--- config.mk ---
export PLATFORM = sky130hd
export DESIGN_NAME = instr_fetch_unit
export DESIGN_NICKNAME = d
export VERILOG_FILES = /design/src/rtl/fetch_pkg.sv /design/src/rtl/fetch_queue.sv /design/src/rtl/instr_fetch_unit.sv
export SDC_FILE = /design/constraint.sdc
export NUM_CORES = 1
export LEC_CHECK = 0
export BUFFER_PORTS_ARGS = -buffer_cell sky130_fd_sc_hd__buf_2
export CAP_MARGIN = 20
export CORE_UTILIZATION = 30
export DETAILED_ROUTE_END_ITERATION = 10
export GPL_TIMING_DRIVEN = 1
export PLACE_DENSITY = 0.49
export SLEW_MARGIN = 30
export SYNTH_ARGS = -nofsm -noshare
export SYNTH_HDL_FRONTEND = slang
export SYNTH_SLANG_ARGS = --single-unit
--- constraint.sdc ---
create_clock -name clk -period 4.9 [get_ports clk]
set_input_delay 0 -clock clk [delete_from_list [all_inputs] [get_ports clk]]
set_output_delay 0 -clock clk [all_outputs]
set_load 0.03 [all_outputs]
--- src/rtl/fetch_pkg.sv ---
// Shared types and defaults for the instruction fetch unit and its queue.
// FETCH_ALIGN_TRAP_EN (see instr_fetch_unit) selects whether StFault is ever entered.
package fetch_pkg;

  typedef enum logic [1:0] {
    StIdle,
    StRun,
    StFault
  } fetch_state_t;

  localparam logic [31:0] NOP_INSTR_DEF = 32'h0000_0013;
  localparam logic [31:0] RESET_PC_DEF  = 32'h0000_0000;
  localparam logic [31:0] PC_INC        = 32'd4;

  typedef struct packed {
    logic [31:0] pc;
    logic [31:0] instr;
  } fetch_entry_t;

endpackage

--- src/rtl/fetch_queue.sv ---
// Small power-of-two FIFO of fetched {pc, instr} entries.
// Flush wins over push; the head is visible combinationally.
module fetch_queue
  import fetch_pkg::*;
#(
  parameter int unsigned DEPTH = 2
) (
  input  logic         clk,
  input  logic         rst,
  input  logic         i_push,
  input  fetch_entry_t i_push_data,
  input  logic         i_pop,
  input  logic         i_flush,
  output fetch_entry_t o_head,
  output logic         o_empty,
  output logic         o_full
);

  localparam int unsigned PW = $clog2(DEPTH);
  localparam int unsigned CW = $clog2(DEPTH + 1);
  localparam logic [CW-1:0] FULL_CNT = CW'(DEPTH);

  fetch_entry_t r_mem [DEPTH];
  logic [PW-1:0] r_rd_ptr;
  logic [PW-1:0] r_wr_ptr;
  logic [CW-1:0] r_count;

  logic w_push;
  logic w_pop;

  assign o_empty = (r_count == '0);
  assign o_full  = (r_count == FULL_CNT);
  assign o_head  = r_mem[r_rd_ptr];

  // A push into a full queue is only legal when the head leaves in the same cycle.
  assign w_pop  = i_pop && !o_empty;
  assign w_push = i_push && (!o_full || w_pop);

  always_ff @(posedge clk) begin
    if (w_push && !i_flush) begin
      r_mem[r_wr_ptr] <= i_push_data;
    end
  end

  always_ff @(posedge clk or posedge rst) begin
    if (rst) begin
      r_rd_ptr <= '0;
      r_wr_ptr <= '0;
      r_count  <= '0;
    end else if (i_flush) begin
      r_rd_ptr <= '0;
      r_wr_ptr <= '0;
      r_count  <= '0;
    end else begin
      if (w_push) begin
        r_wr_ptr <= r_wr_ptr + PW'(1);
      end
      if (w_pop) begin
        r_rd_ptr <= r_rd_ptr + PW'(1);
      end
      case ({w_push, w_pop})
        2'b10:   r_count <= r_count + CW'(1);
        2'b01:   r_count <= r_count - CW'(1);
        default: r_count <= r_count;
      endcase
    end
  end

endmodule

--- src/rtl/instr_fetch_unit.sv ---
// PC owner and fetch initiator feeding decode through a small queue.
// Define FETCH_ALIGN_TRAP_EN to trap misaligned redirects (adds fetch_fault and StFault).
module instr_fetch_unit
  import fetch_pkg::*;
#(
  parameter logic [31:0] RESET_PC    = RESET_PC_DEF,
  parameter int unsigned QUEUE_DEPTH = 2,
  parameter logic [31:0] NOP_INSTR   = NOP_INSTR_DEF
) (
  input  logic        clk,
  input  logic        rst,
  output logic [31:0] imem_addr,
  output logic        imem_req,
  input  logic [31:0] imem_instr,
  input  logic        redirect_valid,
  input  logic [31:0] redirect_pc,
  output logic        out_valid,
  input  logic        out_ready,
  output logic [31:0] out_instr,
`ifdef FETCH_ALIGN_TRAP_EN
  output logic        fetch_fault,
`endif
  output logic [31:0] out_pc
);

  fetch_state_t r_state;
  logic [31:0]  r_pc;

  logic         w_empty;
  logic         w_full;
  logic         w_pop;
  logic         w_fetch;
  logic         w_redirect;
  logic [31:0]  w_redir_pc;
  fetch_entry_t w_head;
  fetch_entry_t w_push_data;

`ifdef FETCH_ALIGN_TRAP_EN
  logic r_fault;
  logic w_misaligned;

  assign w_redir_pc   = redirect_pc;
  assign w_misaligned = |redirect_pc[1:0];
  assign fetch_fault  = r_fault;
`else
  assign w_redir_pc = redirect_pc & ~32'h0000_0003;
`endif

  assign w_redirect  = redirect_valid && (r_state != StIdle);
  assign w_pop       = !w_empty && out_ready;
  // Space check looks past this cycle's dequeue so a full queue streams at one per cycle.
  assign w_fetch     = (r_state == StRun) && !redirect_valid && (!w_full || w_pop);
  assign w_push_data = '{pc: r_pc, instr: imem_instr};

  assign imem_req  = w_fetch;
  assign imem_addr = r_pc;
  assign out_valid = !w_empty;
  assign out_instr = w_empty ? NOP_INSTR : w_head.instr;
  assign out_pc    = w_empty ? 32'h0 : w_head.pc;

  fetch_queue #(
    .DEPTH(QUEUE_DEPTH)
  ) u_queue (
    .clk        (clk),
    .rst        (rst),
    .i_push     (w_fetch),
    .i_push_data(w_push_data),
    .i_pop      (w_pop),
    .i_flush    (w_redirect),
    .o_head     (w_head),
    .o_empty    (w_empty),
    .o_full     (w_full)
  );

  always_ff @(posedge clk or posedge rst) begin
    if (rst) begin
      r_state <= StIdle;
      r_pc    <= RESET_PC;
`ifdef FETCH_ALIGN_TRAP_EN
      r_fault <= 1'b0;
`endif
    end else begin
      case (r_state)
        StIdle: r_state <= StRun;
        default: begin
          if (redirect_valid) begin
            r_pc <= w_redir_pc;
`ifdef FETCH_ALIGN_TRAP_EN
            r_state <= w_misaligned ? StFault : StRun;
            r_fault <= w_misaligned;
`endif
          end else if (w_fetch) begin
            r_pc <= r_pc + PC_INC;
          end
        end
      endcase
    end
  end

endmodule

### Word level (Yosys, flattened, before mapping)

Memory sizes are Yosys's and may differ from the RTL's.
Cells that the tools add are included.
W data, S select, Z words.

* add/subtract/negate cells: 5
* equality and inequality tests: 3
* mux-type cells: 12
* bitwise operators: 1
* reductions and logical operators: 20

Operators with widths (number)
* $mux W32: 4
* $add A32 B3 Y32 const B: 1
* $logic_and A1 B1 Y1: 7
* $mux W1: 6
* $reduce_bool A2 Y1: 3
* $eq A2 B2 Y1 const B: 2
* $logic_not A1 Y1: 4
* $logic_not A2 Y1: 2
* $pmux W2 S2: 1
* $reduce_bool A3 Y1: 1
* $add A1 B1 Y1 const B: 2
* $add A2 B1 Y2 const B: 1
* $eq A2 B1 Y1 const B: 1
* $logic_or A1 B1 Y1: 2
* $mux W2: 1
* $reduce_and A2 Y1: 1
* $sub A2 B1 Y2 const B: 1
* $not A1 Y1: 1

* register bits: 37
* bits in writable memories: 128
* input port bits: 68
* output and inout bits: 98
* logic and storage cells: 47
* memories kept: 1

Memory list
* u_queue.r_mem: words 2, bits a word 64, rd ports 1, clocked after memory_dff 0, wr ports 1, RTL line fetch_queue.sv:23 `fetch_entry_t r_mem [DEPTH];`

### Depth between registers and ports, before layout

Gate-level depths: netlist of the first run.

* depth in word-level cells: 9
* mapped depth: 9
* mapped depth without buffers: 8

### Cells and area by module

Synthesis of the first run repeated with hierarchy kept, for this count alone.

* cells, all modules: 546
* area, all modules: 7464.7 sq um

Modules (own cells, without submodules)
* fetch_queue: times used 1, cells each 229, area each 4859.7 sq um, sequential area each 3943.8 sq um
* instr_fetch_unit: times used 1, cells each 317, area each 2605.0 sq um, sequential area each 775.7 sq um

### Worst setup path after synthesis of the first run

Ideal clock, no wire load.

* path type: register to register
* start point: register u_queue.r_count[1]
* end point: memory u_queue.r_mem[0][0] in the netlist's numbering, enable pin
* setup time: 0.484 ns
* arrival time: 3.861 ns
* data required time: 4.416 ns
* path slack: 0.555 ns
* stages on the path, launching flop included: 7
* buffers on the path: 1
* clock period less this slack: 4.345 ns
* cell sequence: dfrtp_1 > or3b_1 > buf_2 > o21ai_4 > nor2_2 > inv_2 > nor2_1

* word-level cells in the longest chain between the ends: 9
* elaborated cells on any way between the ends: 13
* classes of those cells: eq/ne: 1; mux: 2; reduce/logical: 10

Ends and longest elaborated chain
* from (decl): RTL line fetch_queue.sv:26 `logic [CW-1:0] r_count;`
* from (signal assigned): RTL line fetch_queue.sv:62 `2'b10: r_count <= r_count + CW'(1);`
* from (signal assigned): RTL line fetch_queue.sv:63 `2'b01: r_count <= r_count - CW'(1);`
* from (signal assigned): RTL line fetch_queue.sv:64 `default: r_count <= r_count;`
* $logic_not A2 Y1: RTL line fetch_queue.sv:31 `assign o_empty = (r_count == '0);`
* $logic_not A1 Y1: RTL line instr_fetch_unit.sv:50 `assign w_pop = !w_empty && out_ready;`
* $logic_and A1 B1 Y1: RTL line instr_fetch_unit.sv:50
* $logic_or A1 B1 Y1 *: RTL line instr_fetch_unit.sv:52 `assign w_fetch = (r_state == StRun) && !redirect_valid && (!w_full || w_pop);`
* $logic_and A1 B1 Y1 *: RTL line instr_fetch_unit.sv:52
* named net imem_req: RTL line instr_fetch_unit.sv:13 `output logic imem_req,`
* $logic_and A1 B1 Y1 *: RTL line fetch_queue.sv:37 `assign w_push = i_push && (!o_full || w_pop);`
* $logic_and A1 B1 Y1 *: RTL line fetch_queue.sv:40 `if (w_push && !i_flush) begin`
* $mux W1 *: RTL line fetch_queue.sv:40
* $mux W1 (not written as such) *: RTL line fetch_queue.sv:41 `r_mem[r_wr_ptr] <= i_push_data;`
* to (decl): RTL line fetch_queue.sv:23

The timed path passes the listed nets; every way through them passes the cells marked *.

### Worst setup path in the final report of the first run

* start point: register u_queue.r_count[0]
* end point: memory u_queue.r_mem[0][58] in the netlist's numbering, enable pin

* word-level cells in the longest chain between the ends: 9
* elaborated cells on any way between the ends: 13
* classes of those cells: eq/ne: 1; mux: 2; reduce/logical: 10

Ends and longest elaborated chain (RTL line)
* $logic_not A2 Y1: fetch_queue.sv:31
* $logic_not A1 Y1: fetch_queue.sv:36, instr_fetch_unit.sv:50
* $logic_and A1 B1 Y1: instr_fetch_unit.sv:50
* $logic_or A1 B1 Y1 or $logic_and A1 B1 Y1 (tied branches): instr_fetch_unit.sv:52, fetch_queue.sv:36
* $logic_and A1 B1 Y1 or $logic_or A1 B1 Y1 (tied branches): instr_fetch_unit.sv:52, fetch_queue.sv:37
* $logic_and A1 B1 Y1 *: fetch_queue.sv:37
* $logic_and A1 B1 Y1 *: fetch_queue.sv:40
* $mux W1 *: fetch_queue.sv:40
* $mux W1 (not written as such) *: fetch_queue.sv:41

Every way passes the cells marked *; elsewhere a longest branch is shown, timed or not.

==> results of run 1 <==
[flip-flops by register name, indices dropped and copies added, names as in the netlist]
name	flops
u_queue.r_rd_ptr	1
u_queue.r_mem	124
imem_addr	30
u_queue.r_count	2
u_queue.r_wr_ptr	1
r_state	1
[placed cells by master (no fill, tap or decap), types with 4 or more instances in the layout]
| master | n |
|---|---|
| sky130_fd_sc_hd__a21oi_1 | 21 |
| sky130_fd_sc_hd__a311oi_1 | 8 |
| sky130_fd_sc_hd__and3_1 | 13 |
| sky130_fd_sc_hd__and4_1 | 7 |
| sky130_fd_sc_hd__buf_2 | 159 |
| sky130_fd_sc_hd__buf_4 | 5 |
| sky130_fd_sc_hd__bufinv_16 | 4 |
| sky130_fd_sc_hd__clkbuf_16 | 17 |
| sky130_fd_sc_hd__clkinv_4 | 4 |
| sky130_fd_sc_hd__conb_1 | 5 |
| sky130_fd_sc_hd__dfrtp_1 | 34 |
| sky130_fd_sc_hd__dlygate4sd3_1 | 60 |
| sky130_fd_sc_hd__edfxtp_1 | 124 |
| sky130_fd_sc_hd__inv_1 | 4 |
| sky130_fd_sc_hd__mux2i_1 | 66 |
| sky130_fd_sc_hd__nand2_1 | 20 |
| sky130_fd_sc_hd__nand3_1 | 16 |
| sky130_fd_sc_hd__nand4_1 | 6 |
| sky130_fd_sc_hd__nor2_1 | 74 |
| sky130_fd_sc_hd__nor3_1 | 12 |
| sky130_fd_sc_hd__o21ai_0 | 19 |
| sky130_fd_sc_hd__o22ai_1 | 5 |
| sky130_fd_sc_hd__or3_1 | 4 |
[worst paths after layout]
| path | from | slack (ns) | to | cells past startpoint |
|---|---|---|---|---|
| max in group asynchronous | rst | 4.26 | u_queue.r_rd_ptr | 4 |
| worst max-delay path | u_queue.r_count[0] | 1.81 | u_queue.r_mem[0][58] | 6 |
| worst min register to register | imem_addr[11] | 0.57 | u_queue.r_mem[1][43] | 0 |
| min in group asynchronous | rst | 0.25 | imem_addr[27] | 4 |
| worst max register to register | u_queue.r_count[0] | 1.81 | u_queue.r_mem[0][58] | 6 |
| worst min-delay path | out_ready | 0.07 | u_queue.r_rd_ptr | 4 |
[metrics by stage]
step / hold slack (ns) / cell area [um^2] / instances / power, mW
floorplan: 0.09887 / 6987 / 531 / 3.043
global placement: 0.1409 / 8045 / 948 / 3.578
detailed placement: 0.1510 / 8045 / 948 / 3.608
CTS: 0.04397 / 9265 / 1040 / 5.039
global route: 0.06960 / 9265 / 1040 / 5.221
finish: 0.07235 / 9265 / 1040 / 4.978
[per-layer routing]
| layer | part of all wire (%) | up-vias | routed length [um] |
|---|---|---|---|
| li1 | - | 2418 | - |
| met1 | 46 | 2465 | 8216 |
| met2 | 48 | 174 | 8512 |
| met3 | 4.9 | 20 | 885 |
| met4 | 1.6 | 0 | 295 |
| met5 | 0 | - | 0 |
[layout make-up]
cell class                      instances  area share, %
Clock inverter                         14          2.053
Inverter                                6         0.2431
Timing Repair Buffer                  224          15.48
Tap cell                              285          3.849
Multi-Input combinational cell        334          24.06
Clock buffer                           18          4.632
Sequential cell                       159          49.68
[worst register-to-register path, stage by stage (launching register included)]
cell and delay (ns):
sky130_fd_sc_hd__dfrtp_1 0.45, sky130_fd_sc_hd__or3b_1 0.36, sky130_fd_sc_hd__o21ai_4 0.31, sky130_fd_sc_hd__nor2_2 0.24
sky130_fd_sc_hd__inv_2 0.15, sky130_fd_sc_hd__nor2_4 0.54, sky130_fd_sc_hd__buf_4 0.64
[cells by family after synthesis]
| logic type | count (synthesis) | synth area share [%] |
|---|---|---|
| adders and majority gates | 2 | 0.3587 |
| buffers and inverters | 38 | 2.547 |
| xor gates and xnor gates | 3 | 0.3768 |
| and+or+nand+nor | 179 | 13.60 |
| AOI/OAI and AO/OA | 78 | 7.444 |
| DFF | 159 | 65.94 |
| other | 2 | 0.1077 |
| muxes | 67 | 9.632 |
[report_power, final]
group | internal, mW | leakage, nW | total (mW) | switching (mW)
Sequential | 1.62 | 1.55 | 1.84 | 0.222
Combinational | 0.544 | 1.85 | 1.74 | 1.20
Clock | 0.852 | 0.293 | 1.39 | 0.538
Total | 3.02 | 3.70 | 4.98 | 1.96
==> results.rst, run 1 <==
.. list-table::
   :header-rows: 1

   * - Metric
     - Value
   * - Number of buffers inserted for hold repair after clock tree synthesis
     - 60
   * - Cell family with the largest share of critical-path delay
     - simple AND/OR/NAND/NOR gates
   * - Number of remaining DRC errors
     - 0
   * - Die boundary width
     - approximately 150 um
   * - Effective utilization at floorplan
     - between 30% and 40%
   * - Count of final setup violators
     - 0
   * - Number of search-and-repair iterations in the first detailed-routing pass
     - 4
   * - Layout area overhead
     - 32.83%
   * - Power per cell area
     - 537.3 nW/um^2
   * - Critical Path Max Stage Delay
     - 0.63 ns
   * - Yosys warns
     - 0
   * - Fraction of registers with async set or reset after synthesis
     - approximately 22%
   * - FF+latch count, synth
     - roughly 160
   * - Routed vias
     - 5077
   * - Placeable core region
     - roughly 23000 um^2
   * - DIE AREA
     - about 24000 um^2
   * - Number of buffer and inverter instances along the worst setup path
     - 2
   * - Critical Path RT
     - approximately 5.0 ns
   * - Register area share after synthesis
     - 65.94%
   * - CP Cell Sequence
     - or3b_1, o21ai_4, nor2_2, inv_2, nor2_4, buf_4
   * - Data arrival time of the critical path
     - approximately 3.1 ns
   * - Met3 routing resource usage after global routing
     - roughly 3.1%
   * - Run status
     - complete, no violations
   * - Share of the synthesized area in the top cell type
     - 53.38%
   * - Initial antenna violation count
     - 0
   * - Worst-case vdd ir drop
     - between 0.0002 and 0.0003 V
   * - Global-route wire length before repair
     - 27.75 mm
   * - Number of H-tree levels
     - 4
   * - List of most frequent post-synthesis cells
     - sky130_fd_sc_hd__edfxtp_1, sky130_fd_sc_hd__nor2_1, sky130_fd_sc_hd__mux2i_1
   * - Class of the most critical hold timing path
     - input pin to register
   * - Worst rel slew slack
     - roughly two fifths
   * - Average cell area after synthesis
     - ~13 um^2
   * - Most common cell in the netlist
     - sky130_fd_sc_hd__edfxtp_1
   * - Cell at the root of the clock tree
     - sky130_fd_sc_hd__clkbuf_16
   * - Post-synthesis cell area
     - between 6000 and 7000 um^2
   * - Met2 capacity usage during global routing
     - between 20 and 25%
   * - Peak fanout along the critical path
     - 43
   * - Library cell with the largest summed area after synthesis
     - sky130_fd_sc_hd__edfxtp_1
   * - Share of the cycle needed by the critical path after routing
     - roughly 63%
   * - Number of endpoints with negative hold slack in the final report
     - 0
   * - Unrepaired setup endpoints after global routing
     - no
   * - Total inserted antenna cells
     - 0
   * - Worst slack after detailed placement
     - between 1.5 and 2 ns
   * - Layout cells sized above 1
     - approximately 29%
   * - Met1 Use GR
     - 20.26%
   * - Setup Crit Path Kind
     - register to register
   * - Crit path setup slack, layout
     - around 1.8 ns
   * - GR Overflow Total
     - 0
   * - Longest Clk Path Bufs
     - 2
   * - Count of cell types in the netlist
     - 64
   * - Clock tree skew after final layout
     - between 0.008 and 0.009 ns
   * - Crit path launch type
     - register
   * - HPWL reported at the end of detailed placement
     - roughly 12 mm
   * - Pin count of the biggest net entering global routing
     - 63
   * - Critical Path End Type
     - register
   * - Vias in the first global route
     - about 5000
   * - Vias per std cell
     - a little under 5
   * - Count of clock tree sinks
     - between 150 and 200
   * - Most used flip-flop cell after synthesis
     - sky130_fd_sc_hd__edfxtp_1
   * - Routed wirelength normalized by instance count
     - 17.22 um
   * - FF/Latch Area
     - around 4600 um^2
   * - Total Routing Usage GR
     - 15.32%
   * - Final estimated routing congestion in global placement
     - 0.8082
   * - Clock network latency to the later pin of the worst-skew pair
     - 0.42 ns
   * - Total detailed-routing wirelength
     - roughly 18 mm
   * - Final layout net count
     - slightly above 800
   * - Slowest stage cell, crit path
     - sky130_fd_sc_hd__buf_4
   * - Leakage power
     - ~3.7 nW
   * - Number of max-cap violations
     - 0
   * - Number of CTS-inserted buffers
     - 17
   * - Util after Layout
     - between 40% and 50%
   * - Synthesized instance count
     - around 530
   * - Fillers
     - 2189
   * - Number of DRC violations after detailed-routing iteration 0
     - approximately 220
   * - Clock transition time at the flip-flop clock pins of the worst setup and hold paths
     - around 0.06 ns
   * - Accumulated negative setup slack
     - 0 ns
   * - Min Tclk post-route
     - 3.091 ns
   * - Number of buffers added on ports
     - about 160
   * - Number of enable flip-flop cells after synthesis
     - 124
   * - TritonCTS clock tree
     - built
   * - Achievable clock frequency
     - between 0.3 and 0.4 GHz
   * - Buffers inserted during post-CTS setup optimization
     - 0
   * - IO Count
     - 166
   * - Number of max-slew violations in the final report
     - 0
   * - Die Y-Extent
     - roughly 150 um
   * - Main area contributors after synthesis
     - sky130_fd_sc_hd__edfxtp_1, sky130_fd_sc_hd__dfrtp_1, sky130_fd_sc_hd__mux2i_1
   * - Number of gates given a new drive strength after cts
     - 0
   * - Cell Rows
     - 55
   * - Transition time at the pin with the least slew margin
     - between 0.9 and 1 ns
   * - Multi-input gate area
     - around 2200 um^2
   * - Most Used Layer, Global Route
     - met2
   * - Number of nets still failing antenna checks after routing
     - 0
Note: power is estimated with default switching activity, not from simulation.
==> run 2: changes to the inputs <==
--- a/config.mk
+++ b/config.mk
@@ -10,7 +10,7 @@
 export CORE_UTILIZATION = 30
 export DETAILED_ROUTE_END_ITERATION = 10
 export GPL_TIMING_DRIVEN = 1
-export PLACE_DENSITY = 0.49
+export PLACE_DENSITY = 0.5
 export SLEW_MARGIN = 30
 export SYNTH_ARGS = -nofsm -noshare
 export SYNTH_HDL_FRONTEND = slang
==> constraint.sdc (replaced) <==
create_clock -name clk -period 2.53 [get_ports clk]
set_input_delay 0 -clock clk [delete_from_list [all_inputs] [get_ports clk]]
set_output_delay 0 -clock clk [all_outputs]
set_load 0.03 [all_outputs]
==> results.rst, run 2 (synthesis gave the netlist of run 1 again) <==
.. list-table::
   :header-rows: 1

   * - Metric
     - Value
   * - Run status
     - complete, no violations
   * - TritonCTS clock tree
     - built
   * - Slowest stage cell, crit path
     - sky130_fd_sc_hd__or3b_1
   * - Clock transition time at the flip-flop clock pins of the worst setup and hold paths
     - around 0.070 ns
   * - Total Routing Usage GR
     - between 15 and 20%
   * - Cell at the root of the clock tree
     - sky130_fd_sc_hd__clkbuf_16
   * - Power per cell area
     - slightly above 1000 nW/um^2
   * - Class of the most critical hold timing path
     - input pin to register
   * - Effective utilization at floorplan
     - 30.72%
   * - Length in cells of the worst reg-to-reg path
     - 7
   * - Top routing layer used
     - met4
   * - Number of endpoints with negative hold slack in the final report
     - 0
   * - Critical Path End Type
     - register
   * - HPWL reported at the end of detailed placement
     - between 10 and 15 mm
   * - Placed cell areas
     - slightly above 8000 um^2
   * - Peak fanout along the critical path
     - 7
   * - Pin count of the biggest net entering global routing
     - 63
   * - Die Y-Extent
     - between 150 and 200 um
   * - Crit path launch
     - u_queue.r_count[0]
   * - Initial antenna violation count
     - 0
   * - Critical Path Max Stage Delay
     - about 0.53 ns
   * - Die boundary width
     - about 150 um
   * - Number of buffer and inverter instances along the worst setup path
     - 1
   * - Total number of cells along the worst setup path
     - 7
   * - Data arrival time of the critical path
     - ~2.7 ns
   * - Instance count along the most critical hold path
     - 4
   * - Util after Layout
     - between 40 and 50%
   * - Global-route wire length before repair
     - approximately 28 mm
   * - Routed vias
     - roughly 5100
   * - Final total power
     - about 9.5 mW
   * - Vias in the first global route
     - about 5000
   * - Detailed route wirelength on metal2
     - approximately 9.0 mm
   * - Critical Path RT
     - 2.87 ns
   * - Clock network latency to the later pin of the worst-skew pair
     - 0.42 ns
   * - Share of the cycle needed by the critical path after routing
     - roughly 92%
   * - Crit path setup slack, layout
     - 0.2099 ns
   * - Met3 wirelength from detailed routing
     - ~840 um
   * - Layout cells sized above 1
     - between 30 and 40%
   * - Routed wirelength normalized by instance count
     - between 15 and 20 um
   * - Leading cell type in the layout, fill and taps excluded
     - sky130_fd_sc_hd__buf_2
   * - Number of buffers added on ports
     - between 150 and 200
   * - IO Count
     - between 150 and 200
   * - Layout area overhead
     - 33.63%
   * - Number of nets still failing antenna checks after routing
     - 0
   * - CP Cell Sequence
     - or3b_1, o21ai_4, nor2_4, inv_2, ha_1, or3_1, a21oi_1
   * - Achievable clock frequency
     - 0.4310 GHz
   * - Vias per std cell
     - between 4 and 5
   * - DIE AREA
     - around 24000 um^2
   * - Final layout net count
     - 820
   * - Number of DRC violations after detailed-routing iteration 0
     - 293
   * - Number of gates given a new drive strength after cts
     - 0
   * - Worst slack after detailed placement
     - 0.2432 ns
   * - Worst rel slew slack
     - between 50% and 60%
   * - Number of buffers inserted for hold repair after clock tree synthesis
     - 59
   * - Number of search-and-repair iterations in the first detailed-routing pass
     - 4
   * - Accumulated negative setup slack
     - 0 ns
   * - Count of clock tree sinks
     - 159
   * - Number of remaining DRC errors
     - 0
   * - Min Tclk post-route
     - around 2.3 ns
   * - Count of final setup violators
     - 0
   * - Flip-flop count of the largest register after layout
     - between 100 and 150
   * - Clock tree skew after final layout
     - ~0.0090 ns
   * - Endpoint of the worst-slack reg-to-reg timing path
     - u_queue.r_count[1]
   * - Worst hold slack after final layout
     - about 0.035 ns
   * - Crit path launch type
     - register
   * - Total detailed-routing wirelength
     - around 18 mm
   * - Register with the highest flop count
     - u_queue.r_mem
   * - Buffers inserted during post-CTS setup optimization
     - 0
   * - Number of H-tree levels
     - 4
   * - Total inserted antenna cells
     - 0
   * - CP Capture Point
     - u_queue.r_count[1]
   * - Leakage power
     - about 3.7 nW
   * - Transition time at the pin with the least slew margin
     - roughly 0.71 ns
   * - Number of placed cells counting well taps
     - 956
   * - Cell Rows
     - 55
   * - Met1 layer wirelength in the final routing
     - roughly 8.3 mm
   * - Commonest cells after routing, fill and taps aside
     - sky130_fd_sc_hd__buf_2, sky130_fd_sc_hd__edfxtp_1, sky130_fd_sc_hd__nor2_1
   * - Longest Clk Path Bufs
     - 2
   * - Non-filler instance count after layout
     - 1048
   * - Unrepaired setup endpoints after global routing
     - no
   * - Number of CTS-inserted buffers
     - 17
   * - Setup slack of the most critical reg-to-reg path
     - between 0.2 and 0.25 ns
   * - Setup Crit Path Kind
     - register to register
   * - Placeable core region
     - 22710 um^2
   * - Number of max-cap violations
     - 0
   * - Number of max-slew violations in the final report
     - 0
   * - GR Overflow Total
     - 0
   * - Post-route standard cell area excluding fillers
     - around 9300 um^2
   * - Worst R2R Start
     - u_queue.r_count[0]
   * - Cell family with the largest share of critical-path delay
     - simple AND/OR/NAND/NOR gates
   * - Worst-case vdd ir drop
     - ~0.00046 V
   * - Final estimated routing congestion in global placement
     - approximately 0.8
-- run 2: cell count changes in the layout (fill, tap and decap cells not counted), sizes merged --
cell	change
buf	+9
bufinv	-3
inv	+3
clkinv	-2
clkinvlp	+2
dlygate4sd3	-1
-- run 2: worst reg2reg max path, delay by kind of cell (launching register included) --
family,cells,cell delay (ns)
adder cells (fa/ha/maj),1,0.29
AND/OR/NAND/NOR,3,0.94
flip-flops,1,0.45
buffers and inverters,1,0.18
AO/OA/AOI/OAI,2,0.38
-- run 2: metal layers --
metal | vias to the layer above | GRT usage [%]
met5 | - | 0
met4 | 0 | 5.988
met3 | 17 | 3.670
met2 | 150 | 26.22
met1 | 2511 | 20.21
li1 | 2427 | -
-- run 2: worst min path at each step --
stage	slack, ns	to	startpoint
after detailed placement	0.09	imem_addr[31]	rst
after floorplan	0.1	u_queue.r_mem[0][0]	imem_instr[0]
final	0.03	u_queue.r_rd_ptr	out_ready
after CTS	0.005	imem_addr[20]	redirect_pc[20]
after global routing	0.05	u_queue.r_rd_ptr	out_ready
after global placement	0.1	imem_addr[31]	rst
-- run 2: layout make-up --
class,instances,area [um^2]
Timing Repair Buffer,232,1541
Multi-Input combinational cell,334,2235
Inverter,6,22.52
Fill cell,2193,13390
Clock buffer,18,429.2
Clock inverter,14,133.9
Tap cell,285,356.6
Sequential cell,159,4603
-- run 2: power by group --
group          total, mW  leakage [nW]  switching [mW]  internal (mW)
registers           3.54          1.55           0.402           3.14
logic               3.47          1.91            2.38           1.09
clock network       2.45         0.265            1.08           1.37
